<file path="config.mk">
export PLATFORM = sky130hd
export DESIGN_NAME = router_out_rx
export DESIGN_NICKNAME = d
export VERILOG_FILES = /design/src/rtl/router_out_rx.sv
export SDC_FILE = /design/constraint.sdc
export NUM_CORES = 1
export LEC_CHECK = 0
export CORE_MARGIN = 1.5
export CORE_UTILIZATION = 40
export DETAILED_ROUTE_END_ITERATION = 8
export PLACE_DENSITY = 0.59
export SLEW_MARGIN = 20
export SYNTH_ARGS = -nofsm -noshare
export SYNTH_HDL_FRONTEND = slang
export SYNTH_SLANG_ARGS = --single-unit
export TNS_END_PERCENT = 1
</file>
<file path="constraint.sdc">
create_clock -name clock -period 3.8 [get_ports clock]
set_input_delay 0.57 -clock clock [delete_from_list [all_inputs] [get_ports clock]]
set_output_delay 0.57 -clock clock [all_outputs]
set_load 0.02 [all_outputs]
</file>
<file path="src/rtl/router_out_rx.sv">
// rtl/router_out_rx.sv - serial receive deserializer with byte FIFO for one router output port
//
// router_out_rx: samples frameo_n/valido_n/dout (LSB first), rebuilds bytes,
// reports packet completion or framing errors, and queues {last, byte} in a
// DEPTH-entry FIFO with registered head outputs.
//   clock, reset_n        : clock (rising edge) and async active-low reset
//   frameo_n, valido_n    : active-low frame / bit-valid from the router port
//   dout                  : serial payload bit
//   m_data, m_last        : registered FIFO head byte and its end-of-packet tag
//   m_valid, m_ready      : FIFO non-empty / consumer accept
//   pkt_done, pkt_len     : clean-end pulse and byte count (held until next pulse)
//   pkt_err               : framing-error pulse
//   overflow              : sticky, a byte was dropped on a full FIFO
//
// router_out_rx_fifo: byte queue whose head is held in output registers.
//   wr_valid, wr_data     : push request and {last, byte}
//   rd_ready              : pop request, honoured only while rd_valid
//   rd_data, rd_valid     : registered head entry and non-empty flag
//   overflow              : sticky drop flag

module router_out_rx_fifo #(
  parameter int DEPTH = 8
) (
  input  logic       clock,
  input  logic       reset_n,
  input  logic       wr_valid,
  input  logic [8:0] wr_data,
  input  logic       rd_ready,
  output logic [8:0] rd_data,
  output logic       rd_valid,
  output logic       overflow
);
  localparam int AW = $clog2(DEPTH);
  localparam int CW = AW + 1;

  logic [8:0]    mem [DEPTH];
  logic [AW-1:0] wr_ptr, rd_ptr, rd_nxt;
  logic [CW-1:0] count, count_nxt;
  logic          pop, accept, bypass;

  assign pop    = rd_valid && rd_ready;
  // A pop in the same cycle frees a slot, so a full FIFO still accepts.
  assign accept = wr_valid && ((count != CW'(DEPTH)) || pop);
  // The incoming entry becomes the new head when nothing else remains.
  assign bypass = accept && (count == CW'(pop));

  always_comb begin
    rd_nxt    = pop ? rd_ptr + AW'(1) : rd_ptr;
    count_nxt = count + CW'(accept) - CW'(pop);
  end

  always_ff @(posedge clock) begin
    if (accept) mem[wr_ptr] <= wr_data;
  end

  always_ff @(posedge clock or negedge reset_n) begin
    if (!reset_n) begin
      wr_ptr   <= '0;
      rd_ptr   <= '0;
      count    <= '0;
      rd_data  <= '0;
      rd_valid <= 1'b0;
      overflow <= 1'b0;
    end else begin
      if (accept) wr_ptr <= wr_ptr + AW'(1);
      rd_ptr   <= rd_nxt;
      count    <= count_nxt;
      rd_valid <= (count_nxt != '0);
      if (count_nxt != '0) rd_data <= bypass ? wr_data : mem[rd_nxt];
      if (wr_valid && !accept) overflow <= 1'b1;
    end
  end
endmodule

module router_out_rx #(
  parameter int DEPTH = 8,
  parameter int LEN_W = 8
) (
  input  logic             clock,
  input  logic             reset_n,
  input  logic             frameo_n,
  input  logic             valido_n,
  input  logic             dout,
  output logic [7:0]       m_data,
  output logic             m_last,
  output logic             m_valid,
  input  logic             m_ready,
  output logic             pkt_done,
  output logic [LEN_W-1:0] pkt_len,
  output logic             pkt_err,
  output logic             overflow
);
  typedef enum logic {IDLE, RECV} state_t;

  state_t           state;
  logic [2:0]       bit_cnt;
  logic [7:0]       shreg;
  logic [LEN_W-1:0] byte_cnt, cnt_inc;
  logic             push_v, push_last;
  logic [7:0]       push_data, byte_full;
  logic             active;
  logic [8:0]       head;

  // IDLE only wakes on frameo_n low, and that cycle counts as a RECV cycle,
  // so frameo_n high can only be seen here while already in RECV.
  assign active    = (state == RECV) || !frameo_n;
  assign byte_full = {dout, shreg[6:0]};
  assign cnt_inc   = (byte_cnt == {LEN_W{1'b1}}) ? byte_cnt : byte_cnt + LEN_W'(1);

  always_ff @(posedge clock or negedge reset_n) begin
    if (!reset_n) begin
      state     <= IDLE;
      bit_cnt   <= '0;
      shreg     <= '0;
      byte_cnt  <= '0;
      push_v    <= 1'b0;
      push_last <= 1'b0;
      push_data <= '0;
      pkt_done  <= 1'b0;
      pkt_len   <= '0;
      pkt_err   <= 1'b0;
    end else begin
      push_v   <= 1'b0;
      pkt_done <= 1'b0;
      pkt_err  <= 1'b0;
      if (active) begin
        if (frameo_n) begin
          state    <= IDLE;
          bit_cnt  <= '0;
          byte_cnt <= '0;
          shreg    <= '0;
          if (!valido_n && bit_cnt == 3'd7) begin
            push_v    <= 1'b1;
            push_data <= byte_full;
            push_last <= 1'b1;
            pkt_done  <= 1'b1;
            pkt_len   <= cnt_inc;
          end else begin
            pkt_err <= 1'b1;
          end
        end else begin
          state <= RECV;
          if (!valido_n) begin
            shreg[bit_cnt] <= dout;
            bit_cnt        <= bit_cnt + 3'd1;
            if (bit_cnt == 3'd7) begin
              push_v    <= 1'b1;
              push_data <= byte_full;
              push_last <= 1'b0;
              byte_cnt  <= cnt_inc;
            end
          end
        end
      end
    end
  end

  router_out_rx_fifo #(.DEPTH(DEPTH)) u_fifo (
    .clock    (clock),
    .reset_n  (reset_n),
    .wr_valid (push_v),
    .wr_data  ({push_last, push_data}),
    .rd_ready (m_ready),
    .rd_data  (head),
    .rd_valid (m_valid),
    .overflow (overflow)
  );

  assign m_data = head[7:0];
  assign m_last = head[8];
endmodule

</file>
## Yosys cells after proc, flatten, opt, wreduce, memory -nomap -nowiden

Memories as Yosys holds them, arrays and structs flattened.
Index checks and enable logic that the tools add are counted.

| word-level totals | value |
|---|---|
| flip-flop bits (word level) | 61 |
| memory bits (writable) | 72 |
| input port bits | 6 |
| output and inout bits | 21 |
| logic and storage cells | 82 |
| memories | 1 |

Memory list:

| name | depth | width | rd ports | clocked after memory_dff | write ports | RTL line | text |
|---|---|---|---|---|---|---|---|
| u_fifo.mem | 8 | 9 | 1 | 0 | 1 | 36 | `logic [8:0] mem [DEPTH];` |

| operators by class | value |
|---|---|
| add/sub/neg operators | 6 |
| $lt $le $gt $ge | 2 |
| equal/unequal tests | 6 |
| multiplexer cells | 34 |
| reductions and logical operators | 17 |

Operators by type and width:

| cell | count |
|---|---|
| $mux W8 | 10 |
| $mux W1 | 18 |
| $add A3 B1 Y3 const B | 3 |
| $mux W3 | 3 |
| $mux W9 | 1 |
| $add A8 B1 Y8 const B | 1 |
| $bwmux W8 | 1 |
| $eq A8 B8 Y1 const B | 1 |
| $logic_and A1 B1 Y1 | 6 |
| $reduce_and A3 Y1 | 2 |
| $add A4 B1 Y4 | 1 |
| $eq A4 B1 Y1 | 1 |
| $lt A3 B4 Y1 const B | 1 |
| $ne A4 B4 Y1 const B | 1 |
| $reduce_and A4 Y1 | 1 |
| $reduce_bool A4 Y1 | 1 |
| $sub A4 B1 Y4 | 1 |
| $demux W1 S3 | 1 |
| $eq A3 B3 Y1 const B | 1 |
| $ge A3 B1 Y1 const B | 1 |
| $logic_not A1 Y1 | 3 |
| $logic_or A1 B1 Y1 | 2 |
| $ne A2 B1 Y1 const B | 1 |
| $ne A2 B2 Y1 const B | 1 |
| other kinds (2) | 2 |

## Depth between registers and ports, before layout

Gate-level depths: netlist of run 1.

| depth | value |
|---|---|
| depth after elaboration | 7 |
| gate-level depth with buffers | 13 |
| gate-level depth less buffers | 12 |

## Cells and area by module

A second synthesis of run 1 with hierarchy kept.

| unflattened totals | value |
|---|---|
| cells, all modules | 576 |
| area total of the unflattened synthesis | 6369.9 um^2 |

By module, submodules not included:

| module | instances | cells an instance | area each (um^2) | sequential area each (um^2) |
|---|---|---|---|---|
| router_out_rx_fifo | 1 | 403 | 4546.9 | 2687.6 |
| router_out_rx | 1 | 173 | 1823.0 | 975.9 |

## Worst setup path before layout of run 1

Ideal clock, no wire load.

| path | value |
|---|---|
| kind | in2reg |
| from | in m_ready |
| to | reg u_fifo.rd_data[2] |
| setup time | 141 ps |
| arrival time | 2770 ps |
| data required time | 3659 ps |
| path slack | 889 ps |
| cell stages on the path | 13 |
| path buffers | 3 |
| path through | nand2_2 inv_2 buf_2 buf_2 ha_1 inv_1 ha_1 inv_1 fa_1 xor2_1 nand4b_1 clkbuf_1 a31oi_1 |

| between the ends | value |
|---|---|
| cells in the longest elaborated chain, start to end | 6 |
| elaborated cells on any way between the ends | 11 |
| those cells by class | add/sub (2); eq/ne (1); mux (2); reduce/logical (5); memory (1) |

Ends and longest elaborated chain:

| item | RTL line | text |
|---|---|---|
| start, declared | 87 | `input logic m_ready,` |
| $logic_and A1 B1 Y1 * | 41 | `assign pop = rd_valid && rd_ready;` |
| $logic_or A1 B1 Y1 | 43 | `assign accept = wr_valid && ((count != CW'(DEPTH)) \|\| pop);` |
| $logic_and A1 B1 Y1 | 43 |  |
| $add A4 B1 Y4 | 49 | `count_nxt = count + CW'(accept) - CW'(pop);` |
| $sub A4 B1 Y4 | 49 |  |
| $reduce_bool A4 Y1 | 69 | `if (count_nxt != '0) rd_data <= bypass ? wr_data : mem[rd_nxt];` |
| end signal, assigned | 69 |  |
| end, declared | 29 | `output logic [8:0] rd_data,` |

Mark *: on every way between the ends. The rest lies on a longest branch, timed or not.
A chain may end at the register's enable or synchronous reset.

## Worst setup path in the final report of run 1

| path | value |
|---|---|
| from | in m_ready |
| to | reg u_fifo.rd_data[0] |

The elaborated chain is that of the path after synthesis.

==> results.json, run 1 <==
{
  "place_area_um2": 6790,
  "synthCells": 570,
  "die_h_um": 128,
  "core-area_um2": 15300,
  "portBuffers": 26,
  "finalCritPeriodShare_pct": 74.4,
  "finalWorstPathRequiredPeriod_ps": 2830,
  "crit_fanout": 19,
  "cts_setup_buffers": 0,
  "hold_class": "in -> async",
  "power.density_nw_per_um2": 692,
  "clk_pin_slew_worst_paths_ps": 50,
  "skew_ps": 6.06,
  "drcViolationCount": 0,
  "worst-setup-path-type": "in -> reg",
  "num-fill-cells": 1362,
  "required_ps": 4100,
  "final_nets": 618,
  "grt_overflow_total": 0,
  "clkLatencyLatePin_ps": 420,
  "slew_violations": 0,
  "syn_to_final_growth_pct": 17.5,
  "synth-edff-count": 72,
  "cts.sinks": 132,
  "drt_first_pass_iters": 5,
  "max-slew-margin-rel_pct": 37.2,
  "layout-drive-gt1-share_pct": 11.6,
  "gp_congestion": 0.839,
  "synthArstFlopShare_pct": 45.5,
  "outcome": "finished, final reports clean",
  "clk_path_buf_depth": 2,
  "cts_tree": "built",
  "io_pins": 27,
  "cts_resized": 0,
  "synth_flop_cell": "edfxtp_1",
  "cts_max_level": 4,
  "arrival_ps": 3130,
  "ir_drop_v": 0.000325,
  "vias": 4562,
  "viasPerCell": 5.54,
  "tns_ps": 0,
  "dp.cells": 792,
  "grt_max_degree": 44,
  "grt_setup_unrepaired": "false",
  "cp-end-kind": "register",
  "r2r-end": "u_fifo.rd_data[0]",
  "r2r_start": "u_fifo.count[1]",
  "routed_wl_mm": 14.3,
  "cts-root-buf": "clkbuf_16",
  "ys_seq_area_share_pct": 58.4,
  "syn-cell-area_um2": 6270,
  "totalPowerFinal_w": 0.00510,
  "dieArea_um2": 16400,
  "grt_pass1_vias": 4612,
  "drtIter0Drc": 422,
  "insertedDiodeCount": 0,
  "hpwl_mm": 9.24,
  "fin_ws_ps": 972,
  "cellLeakagePower_nw": 2.85,
  "start_kind": "primary input",
  "pre_cts_slack_ps": 568,
  "r2r_slack_ps": 1100,
  "numCtsBuffers": 17,
  "ys_ff_latch": 132,
  "routedWlPerCell_um": 17.3,
  "worst_slew_pin_slew_ps": 943,
  "yosys_warnings": 0,
  "finalSetupViolations": 0,
  "start_util_pct": 41.1,
  "ys_types": 50,
  "rows": 45,
  "antenna_found_initial": 0,
  "timing.fmax_mhz": 354,
  "stdcell_count": 824,
  "fp.dieW_um": 128,
  "hold_viol": 0,
  "finalInstanceArea_um2": 7370,
  "hold_buffers": 0,
  "cap_violations": 0,
  "avgSynthCellArea_um2": 11.0,
  "reg2regPathDepth": 11,
  "drtAntennaViolNets": 0,
  "syn-num-nets": 588,
  "grt_first_pass_wirelength_mm": 23.4,
  "grt_use_total_pct": 18.9
}
==> cells by family (layout without fill, tap and decap cells) <==
family	Yosys count	after routing	share of synthesized area (%)
AOI/OAI and AO/OA	117	117	12.6
and+or+nand+nor	219	219	17.6
DFF	132	132	58.4
adders and majority gates	12	12	2.51
xor gates and xnor gates	11	11	2.13
muxes	13	13	2.25
buffers and inverters	66	109	4.57
==> power breakdown <==
part,total [W],internal (W),switching [W]
Combinational,0.00181,0.000681,0.00113
Sequential,0.00171,0.00162,0.0000901
Clock,0.00158,0.000977,0.000604
==> cell usage in the layout (no fill, tap or decap), types with 5 or more instances in the layout <==
| cell type | count |
|---|---|
| a21oi_1 | 11 |
| a311oi_1 | 16 |
| a31oi_1 | 8 |
| and2_1 | 5 |
| buf_4 | 20 |
| clkbuf_16 | 17 |
| clkdlybuf4s50_1 | 25 |
| dfrtp_1 | 59 |
| edfxtp_1 | 72 |
| ha_1 | 11 |
| inv_1 | 28 |
| mux2_2 | 9 |
| nand2_1 | 50 |
| nand2b_1 | 14 |
| nand3_1 | 37 |
| nor2_1 | 27 |
| nor2b_1 | 22 |
| nor3_1 | 37 |
| nor4_1 | 13 |
| o211ai_1 | 10 |
| o21ai_0 | 29 |
| o22ai_1 | 18 |
| xnor2_1 | 5 |
==> flip-flops by register name, summed over array words and instances (netlist names) <==
name             flops
push_v               1
bit_cnt              3
shreg                7
byte_cnt             8
u_fifo.rd_valid      1
u_fifo.count         4
u_fifo.rd_data       9
u_fifo.overflow      1
u_fifo.rd_ptr        3
pkt_len              8
pkt_err              1
u_fifo.wr_ptr        3
pkt_done             1
push_data            8
state                1
u_fifo.mem          72
push_last            1
==> layer usage <==
metal | up-vias | track usage [%] | share of wire (%)
li1 | 2158 | - | -
met1 | 2230 | 23.9 | 45
met2 | 148 | 30.4 | 48
met3 | 26 | 5.38 | 5.6
met4 | 0 | 7.87 | 1.6
met5 | - | 0 | 0
==> cells in the mapped netlist, types with 5 or more instances <==
master / instances / area share [%]
nor2b_1: 22 / 2.2
nor4_1: 14 / 1.4
and2_1: 5 / 0.50
a31oi_1: 8 / 0.80
ha_1: 11 / 2.2
a311oi_1: 16 / 2.2
dfrtp_1: 60 / 24
edfxtp_1: 72 / 34
nor2_1: 27 / 1.6
nand3_1: 37 / 3.0
nand2_1: 50 / 3.0
mux2_2: 9 / 1.6
inv_1: 28 / 1.7
o211ai_1: 10 / 1.2
o22ai_1: 18 / 1.8
clkbuf_1: 14 / 0.84
a21oi_1: 11 / 0.88
nand2b_1: 14 / 1.4
xnor2_1: 5 / 0.70
nor3_1: 37 / 3.0
buf_2: 16 / 1.3
o21ai_0: 29 / 2.3
==> worst max path at each step <==
stage                  from                end  slack, ps  depth (start not counted)
floorplan           m_ready  u_fifo.rd_data[2]        890                         13
global placement    m_ready  u_fifo.rd_data[0]        720                         13
detailed placement  m_ready  u_fifo.rd_data[0]        570                         13
CTS                 m_ready  u_fifo.rd_data[0]       1020                         13
global route        m_ready  u_fifo.rd_data[0]        850                         13
finish              m_ready  u_fifo.rd_data[0]        970                         13
==> metrics by stage <==
step           util (%)  hold slack [ps]
2_1_floorplan         -              274
3_3_place_gp       44.5              469
3_5_place_dp       44.5              470
4_1_cts            48.3              324
5_1_grt            48.3              370
6_report           48.3              296
==> critical path: stages <==
cell and delay (ps):
clkdlybuf4s50_1 470, nand2_2 90, inv_2 240, ha_1 310, inv_1 60, ha_1 160, inv_1 60, fa_1 380
xor2_1 230, nand4b_1 130, buf_4 230, o21ai_0 100, o22ai_1 90
==> area by class of cell <==
| cell class | instances | area [um^2] | share of cell area, % |
|---|---|---|---|
| clock inverter | 13 | 134 | 1.82 |
| inverter | 31 | 116 | 1.58 |
| clock buffer | 19 | 443 | 6.01 |
| multi-input combinational | 372 | 2340 | 31.8 |
| timing repair buffer | 46 | 405 | 5.50 |
| tap | 211 | 264 | 3.58 |
| sequential | 132 | 3660 | 49.7 |
Note: power is estimated with default switching activity, not from simulation.
==> run 2, diff against run 1 <==
clock period = 2.7 ns   (was 3.8 ns; I/O delays follow)
==> results.json, run 2 (synthesized netlist as in run 1, its figures left out) <==
{
  "fp.dieW_um": 128,
  "pre_cts_slack_ps": -79.8,
  "power.density_nw_per_um2": 977,
  "fin_ws_ps": 342,
  "drtIter0Drc": 317,
  "finalInstanceArea_um2": 7500,
  "skew_ps": 11.3,
  "crit_fanout": 19,
  "finalCritPeriodShare_pct": 87.3,
  "drtAntennaViolNets": 0,
  "slew_violations": 0,
  "antenna_found_initial": 0,
  "num-fill-cells": 1347,
  "core-area_um2": 15300,
  "layout-drive-gt1-share_pct": 14.2,
  "hold_class": "in -> async",
  "required_ps": 3000,
  "clk_pin_slew_worst_paths_ps": 60,
  "start_kind": "primary input",
  "drt_first_pass_iters": 6,
  "grt_setup_unrepaired": "false",
  "clk_path_buf_depth": 2,
  "worst-setup-path-type": "in -> reg",
  "outcome": "finished, final reports clean",
  "worst_slew_pin_slew_ps": 732,
  "syn_to_final_growth_pct": 19.6,
  "grt_first_pass_wirelength_mm": 23.6,
  "gp_congestion": 0.801,
  "die_h_um": 128,
  "hpwl_mm": 9.32,
  "cts_max_level": 4,
  "rows": 45,
  "insertedDiodeCount": 0,
  "regMostFlops": "u_fifo.mem",
  "finalSetupViolations": 0,
  "timing.fmax_mhz": 424,
  "ir_drop_v": 0.000787,
  "hold_viol": 0,
  "utilization_pct": 49.2,
  "start_util_pct": 41.1,
  "routed_wl_mm": 14.2,
  "largest_register_ffs": 72,
  "routedWlPerCell_um": 16.9,
  "vias": 4537,
  "cts_setup_buffers": 0,
  "hold_buffers": 0,
  "portBuffers": 26,
  "reg_top3": "u_fifo.mem: 72 flops, u_fifo.rd_data: 9 flops",
  "cts_resized": 0,
  "grt_overflow_total": 0,
  "clkLatencyLatePin_ps": 430,
  "numCtsBuffers": 17,
  "final_common_cell": "edfxtp_1",
  "io_pins": 27,
  "cts.sinks": 132,
  "layout_common_cells": "edfxtp_1 (72), dfrtp_1 (58), nand2_1 (50)",
  "cp-end-kind": "register",
  "grt_pass1_vias": 4646,
  "arrival_ps": 2660,
  "grt_use_total_pct": 18.9,
  "cts_tree": "built",
  "place_area_um2": 6940,
  "totalPowerFinal_w": 0.00733,
  "grt_max_degree": 74,
  "dieArea_um2": 16400,
  "finalWorstPathRequiredPeriod_ps": 2360,
  "cellLeakagePower_nw": 2.92,
  "cap_violations": 0,
  "viasPerCell": 5.41,
  "cts-root-buf": "clkbuf_16",
  "final_nets": 633,
  "max-slew-margin-rel_pct": 51.2,
  "drcViolationCount": 0
}
## run 2: layer usage
layer	track usage (%)	share of wire [%]	up-vias
met2	31.3	48	109
met4	7.07	2.1	0
li1	-	-	2196
met1	23.8	45	2208
met3	5.09	4.3	24
met5	0	0	-
## run 2: report_power, final
part	switching [W]	internal (W)	leakage, nW
clock	0.000886	0.00127	0.262
sequential	0.000129	0.00228	1.50
combinational	0.00160	0.00117	1.16
total	0.00262	0.00472	2.92
## run 2: metrics by stage
| step | hold slack [ps] | TNS (ps) | instances |
|---|---|---|---|
| after floorplan | 109 | 0 | 570 |
| after global placement | 468 | 0 | 807 |
| after detailed placement | 470 | -405 | 807 |
| after CTS | 72.5 | 0 | 839 |
| after global routing | 92.8 | 0 | 839 |
| final | 42.9 | 0 | 839 |
## run 2: path summary, 6_finish.rpt
path	start	to	slack, ps	cells past startpoint
setup / recovery	m_ready	u_fifo.rd_data[7]	340	13
hold / removal	reset_n	push_last	40	1
setup reg to reg	u_fifo.rd_valid	u_fifo.rd_data[7]	350	12
hold reg to reg	pkt_len[2]	pkt_len[2]	480	2
max in group asynchronous	reset_n	u_fifo.count[1]	2040	2
min in group clock	pkt_len[2]	pkt_len[2]	480	2
## run 2: final cells by class
| class | count | area [um^2] | area share, % |
|---|---|---|---|
| sequential | 132 | 3670 | 48.8 |
| multi-input combinational | 372 | 2340 | 31.2 |
| timing repair buffer | 61 | 556 | 7.40 |
| clock buffer | 17 | 425 | 5.67 |
| tap | 211 | 264 | 3.52 |
| clock inverter | 15 | 135 | 1.80 |
| inverter | 31 | 116 | 1.55 |
## run 2: worst max-delay path, stage by stage
cell and delay (ps):
clkdlybuf4s50_1 410, nand2_2 110, inv_2 40, ha_1 290, inv_1 60, ha_1 160, inv_1 60, fa_1 370
xor2_1 210, nand4b_1 120, buf_4 210, o21ai_0 110, o22ai_1 100
==> run 3, diff against run 2 <==
CORE_ASPECT_RATIO = 0.75   (was default)
==> results.json, run 3 (synthesized netlist as in run 1, its figures left out) <==
{
  "top_usage_layer": "met2",
  "grtUsageMet2_pct": 28.8,
  "clk_pin_slew_worst_paths_ps": 60,
  "ir_drop_v": 0.000589,
  "r2r-end": "u_fifo.rd_data[5]",
  "finalCritPeriodShare_pct": 86.9,
  "finalWorstPathRequiredPeriod_ps": 2350,
  "grt_use_met3_pct": 4.80,
  "dp.cells": 806,
  "reg2regPathDepth": 12,
  "grt_overflow_total": 0,
  "cts_tree": "built",
  "reg_top3": "u_fifo.mem: 72 flops, u_fifo.rd_data: 9 flops",
  "antenna_found_initial": 0,
  "utilization_pct": 49.8,
  "core-area_um2": 15300,
  "layout-drive-gt1-share_pct": 14.7,
  "viasPerCell": 5.53,
  "slowest_delay_ps": 410,
  "required_ps": 2990,
  "fp.dieW_um": 148,
  "syn_to_final_growth_pct": 21.3,
  "grt_max_degree": 74,
  "slew_violations": 0,
  "largest_register_ffs": 72,
  "r2r_slack_ps": 360,
  "start_util_pct": 41.1,
  "cts-root-buf": "clkbuf_16",
  "place_area_um2": 6970,
  "worst_slew_pin_slew_ps": 799,
  "drcViolationCount": 0,
  "regMostFlops": "u_fifo.mem",
  "cts_max_level": 4,
  "cellLeakagePower_nw": 3.00,
  "stdcell_count": 838,
  "worst-setup-path-type": "in -> reg",
  "final_common_cell": "edfxtp_1",
  "r2r_start": "u_fifo.rd_valid",
  "clk_path_buf_depth": 2,
  "hold_buffers": 0,
  "cts_setup_buffers": 0,
  "met1_usage_pct": 26.7,
  "cp-end-kind": "register",
  "rows": 39,
  "skew_ps": 8.69,
  "grt_setup_unrepaired": "false",
  "final_nets": 638,
  "insertedDiodeCount": 0,
  "vias": 4637,
  "grt_first_pass_wirelength_mm": 24.3,
  "hold_viol": 0,
  "outcome": "finished, final reports clean",
  "grt_pass1_vias": 4586,
  "numCtsBuffers": 17,
  "hold_class": "in -> async",
  "routed_wl_mm": 14.5,
  "crit_chain": "clkdlybuf4s50_1, nand2_2, inv_2, ha_1, inv_1, ha_1, inv_1, fa_1, xor2_1, nand4b_1, buf_4, o21ai_0, o22ai_1",
  "max-slew-margin-rel_pct": 46.7,
  "crit_fanout": 19,
  "cap_violations": 0,
  "multi_input_area_um2": 2340,
  "hpwl_mm": 9.73,
  "power.density_nw_per_um2": 1020,
  "arrival_ps": 2640,
  "finalSetupViolations": 0,
  "totalPowerFinal_w": 0.00776,
  "gp_congestion": 0.870,
  "dieArea_um2": 16500,
  "io_pins": 27,
  "finalInstanceArea_um2": 7610,
  "drtIter0Drc": 308,
  "layout_common_cells": "edfxtp_1 (72), dfrtp_1 (58), nand2_1 (50)",
  "start_kind": "primary input",
  "regArea_um2": 3670,
  "clkLatencyLatePin_ps": 420,
  "num-fill-cells": 1308,
  "portBuffers": 26,
  "routedWlPerCell_um": 17.3,
  "grt_use_total_pct": 19.2,
  "worst_path_max_delay_cell": "clkdlybuf4s50_1",
  "drt_first_pass_iters": 8,
  "cts.sinks": 132,
  "tns_ps": 0,
  "cts_resized": 0,
  "timing.fmax_mhz": 426,
  "drtAntennaViolNets": 0,
  "die_h_um": 111
}
run 3: per-stage QoR:
step	hold slack, ps	worst slack, ps
after floorplan	109	1.26
after global placement	469	24.4
after detailed placement	473	-71.9
after CTS	79.5	362
after global routing	125	169
final	70.2	352
run 3: metal layers:
layer	part of all wire (%)	wire length, um
met3	6.6	961
met2	46	6720
met4	1.1	157
met5	0	0
met1	46	6700
run 3: worst max path at each step:
stage	end	startpoint	cells past startpoint
after global placement	u_fifo.rd_data[5]	m_ready	13
after global routing	u_fifo.rd_data[5]	u_fifo.count[2]	13
after detailed placement	u_fifo.rd_data[5]	m_ready	13
after floorplan	u_fifo.rd_data[0]	u_fifo.rd_valid	13
final	u_fifo.rd_data[5]	m_ready	13
after CTS	u_fifo.rd_data[5]	u_fifo.rd_valid	12
run 3: power by group:
part | internal (W) | leakage [nW] | switching (W)
Combinational | 0.00121 | 1.19 | 0.00165
Sequential | 0.00228 | 1.50 | 0.000134
Clock | 0.00163 | 0.314 | 0.000857
Total | 0.00512 | 3.00 | 0.00264
run 3: layout make-up:
cell class / count / area share (%)
repair buffers: 66 / 7.79
multi-input cells: 372 / 30.8
well taps: 205 / 3.37
clock inverters: 14 / 2.74
clock buffers: 18 / 5.64
flip-flops and latches: 132 / 48.2
inverters: 31 / 1.53
run 3: critical path, delay by kind of cell:
family,cells,cell delay [ps]
compound gates,2,180
xor+xnor,1,190
fa+ha+maj,3,820
buf+inv,5,800
simple gates,2,240
==> RTL change: new RTL, flow settings as in run 3 <==
Put a register stage on the output `overflow`. The value now appears one clock later. The other outputs are not delayed to match.
--- a/src/rtl/router_out_rx.sv
+++ b/src/rtl/router_out_rx.sv
@@ -92,6 +92,8 @@
 );
   typedef enum logic {IDLE, RECV} state_t;
 
+  logic overflow_d;
+
   state_t           state;
   logic [2:0]       bit_cnt;
   logic [7:0]       shreg;
@@ -163,10 +165,14 @@
     .rd_ready (m_ready),
     .rd_data  (head),
     .rd_valid (m_valid),
-    .overflow (overflow)
+    .overflow (overflow_d)
   );
 
   assign m_data = head[7:0];
   assign m_last = head[8];
+  always_ff @(posedge clock) begin
+    overflow <= overflow_d;
+  end
+
 endmodule
 
Function: no difference found for any inputs over 10 cycles, from zero or initial values and one cycle with reset_n low; that may be too few to reach the edited logic, so the function may still have changed.
==> RTL change against run 3 <==
- sequential cell count rose by 1
- clock skew up 0.0014 ns
- worst setup slack gained 0.0094 ns
- combinational power fell by 2%
- synthesized cell count grew 0.18%
- area after synthesis up 0.32%
- final area decreased by 0.84%
- via count fell by 0.58%
- hold slack worse by 0.021 ns
- power down 2.5%
- register-to-register slack improved by 0.03 ns
- routed wire length decreased by 0.38%
==> RTL change: results (changes against run 3) <==
- The run finished with clean final reports.
- The global-route wire length before repair is 23840 um (-1.9%).
- The clock skew after layout is 0.01008 ns (+0.001389 ns).
- The cell area after placement is 6948 um^2 (-0.38%).
- The detailed-placement wirelength estimate is 9249 um (-5.0%).
- The total via count in the routed design is 4610 (-0.58%).
- The sequential share of the synthesized area was 58.53% (+0.13 points).
- The worst vdd rail ir drop is 0.4995 mV (-15%).
- The fraction of layout instances using a drive strength above 1 is 13.24% (-1.5 points).
- The global placer's final weighted congestion is 0.8098 (-6.9%).
- The number of resized instances in the post-cts repair step is 0 (unchanged).
- The number of nets in the layout is 632 (-0.94%).
- The number of DRC violations after detailed-routing iteration 0 is 334 (+8.4%).
- The arrival time reported for the critical path endpoint is 2.62 ns (-0.02 ns).
- The number of different library cells in the post-synthesis netlist is 51 (+2.0%).
- The tree is rooted in a sky130_fd_sc_hd__clkbuf_16.
- The share of synthesized registers carrying an async set or reset was 45.11% (-0.34 points).
- The biggest cell delay along the critical path is 0.47 ns (+0.06 ns).
- The total leakage power came to 0.002950 uW (-1.6%).
- The synthesized-area fraction occupied by adder cells is 2.505% (-0.0080 points).
- The area share of xor/xnor cells in the synthesized design was 2.127% (-0.0068 points).
- The total overflow reported by the global router is 0 (unchanged).
- The clock insertion delay at the later pin of the skew report came to 0.42 ns (about the same).
- The post-synthesis net count came to 589 (+0.17%).
- The compound-cell area share of the yosys netlist is 12.54% (-0.040 points).
- The number of iterations in the first detailed-routing pass is 4 (-4).
- The relative slew slack came to 48.12% (+1.4 points).
- The fraction of synthesized cell area taken by the top area cell type was 34.35% (-0.11 points).
- By area the synthesized netlist is led by sky130_fd_sc_hd__edfxtp_1 (34%), sky130_fd_sc_hd__dfrtp_1 (24%), sky130_fd_sc_hd__nand2_1 (3.0%).
- In the final layout, the registers with the most flip-flops are u_fifo.mem x72, u_fifo.rd_data x9.
- The number of global-route vias before repair was 4479 (-2.3%).
- The cell type group with the largest total delay on the critical path is buffers and inverters.
- The detailed-route wire length is 14480 um (-0.38%).
- The multiplexer share of the synthesized area is 2.247% (-0.0072 points).
- The global routing usage summed across all routing layers is 18.85% (-0.31 points).
## RTL change: layout make-up
cell class / count / area, um^2
Clock buffer: 19 / 442.9
Clock inverter: 13 / 157.7
Fill cell: 1374 / 7774
Inverter: 31 / 116.4
Multi-Input combinational cell: 372 / 2336
Sequential cell: 133 / 3686
Tap cell: 205 / 256.5
Timing Repair Buffer: 59 / 553.0
## RTL change: logic make-up (layout without fill, tap and decap cells)
family	count (synthesis)	count (layout)
muxes	13	13
adders and majority gates	12	12
xor gates and xnor gates	11	11
buffers and inverters	66	122
DFF	133	133
and+or+nand+nor	219	219
AOI/OAI and AO/OA	117	117
## RTL change: path summary, 6_finish.rpt
check / from / end / slack [ns] / cells past startpoint
hold / removal: reset_n / u_fifo.count[1]$_DFF_PN0_ / 0.05 / 1
setup reg to reg: u_fifo.rd_valid$_DFF_PN0_ / u_fifo.rd_data[7]$_DFFE_PN0P_ / 0.39 / 12
min in group clock: u_fifo.overflow$_DFFE_PN0P_ / overflow$_DFF_P_ / 0.41 / 0
hold reg to reg: u_fifo.overflow$_DFFE_PN0P_ / overflow$_DFF_P_ / 0.41 / 0
setup / recovery: m_ready / u_fifo.rd_data[7]$_DFFE_PN0P_ / 0.36 / 13
max in group asynchronous: reset_n / push_data[4]$_DFFE_PN0P_ / 1.91 / 2
## RTL change: stage by stage
step	total power (uW)	util [%]	worst slack (ns)	cells
final	7563	49.27	0.3618	832
after global routing	8006	49.27	0.2172	832
after CTS	7593	49.27	0.3646	832
after detailed placement	5245	45.35	-0.06194	800
after global placement	5149	45.35	0.01910	800
after floorplan	4342	-	0.001263	571
## RTL change: power by group
group / internal, uW / switching [uW]
sequential: 2300 / 122
clock: 1470 / 868
combinational: 1160 / 1650
## RTL change: routing by layer
layer | global-route usage [%] | up-vias | part of all wire, %
met5 | 0 | - | 0
met4 | 7.129 | 0 | 1.0
met3 | 4.918 | 13 | 6.4
met2 | 26.98 | 153 | 44
met1 | 27.42 | 2249 | 49
li1 | - | 2195 | -
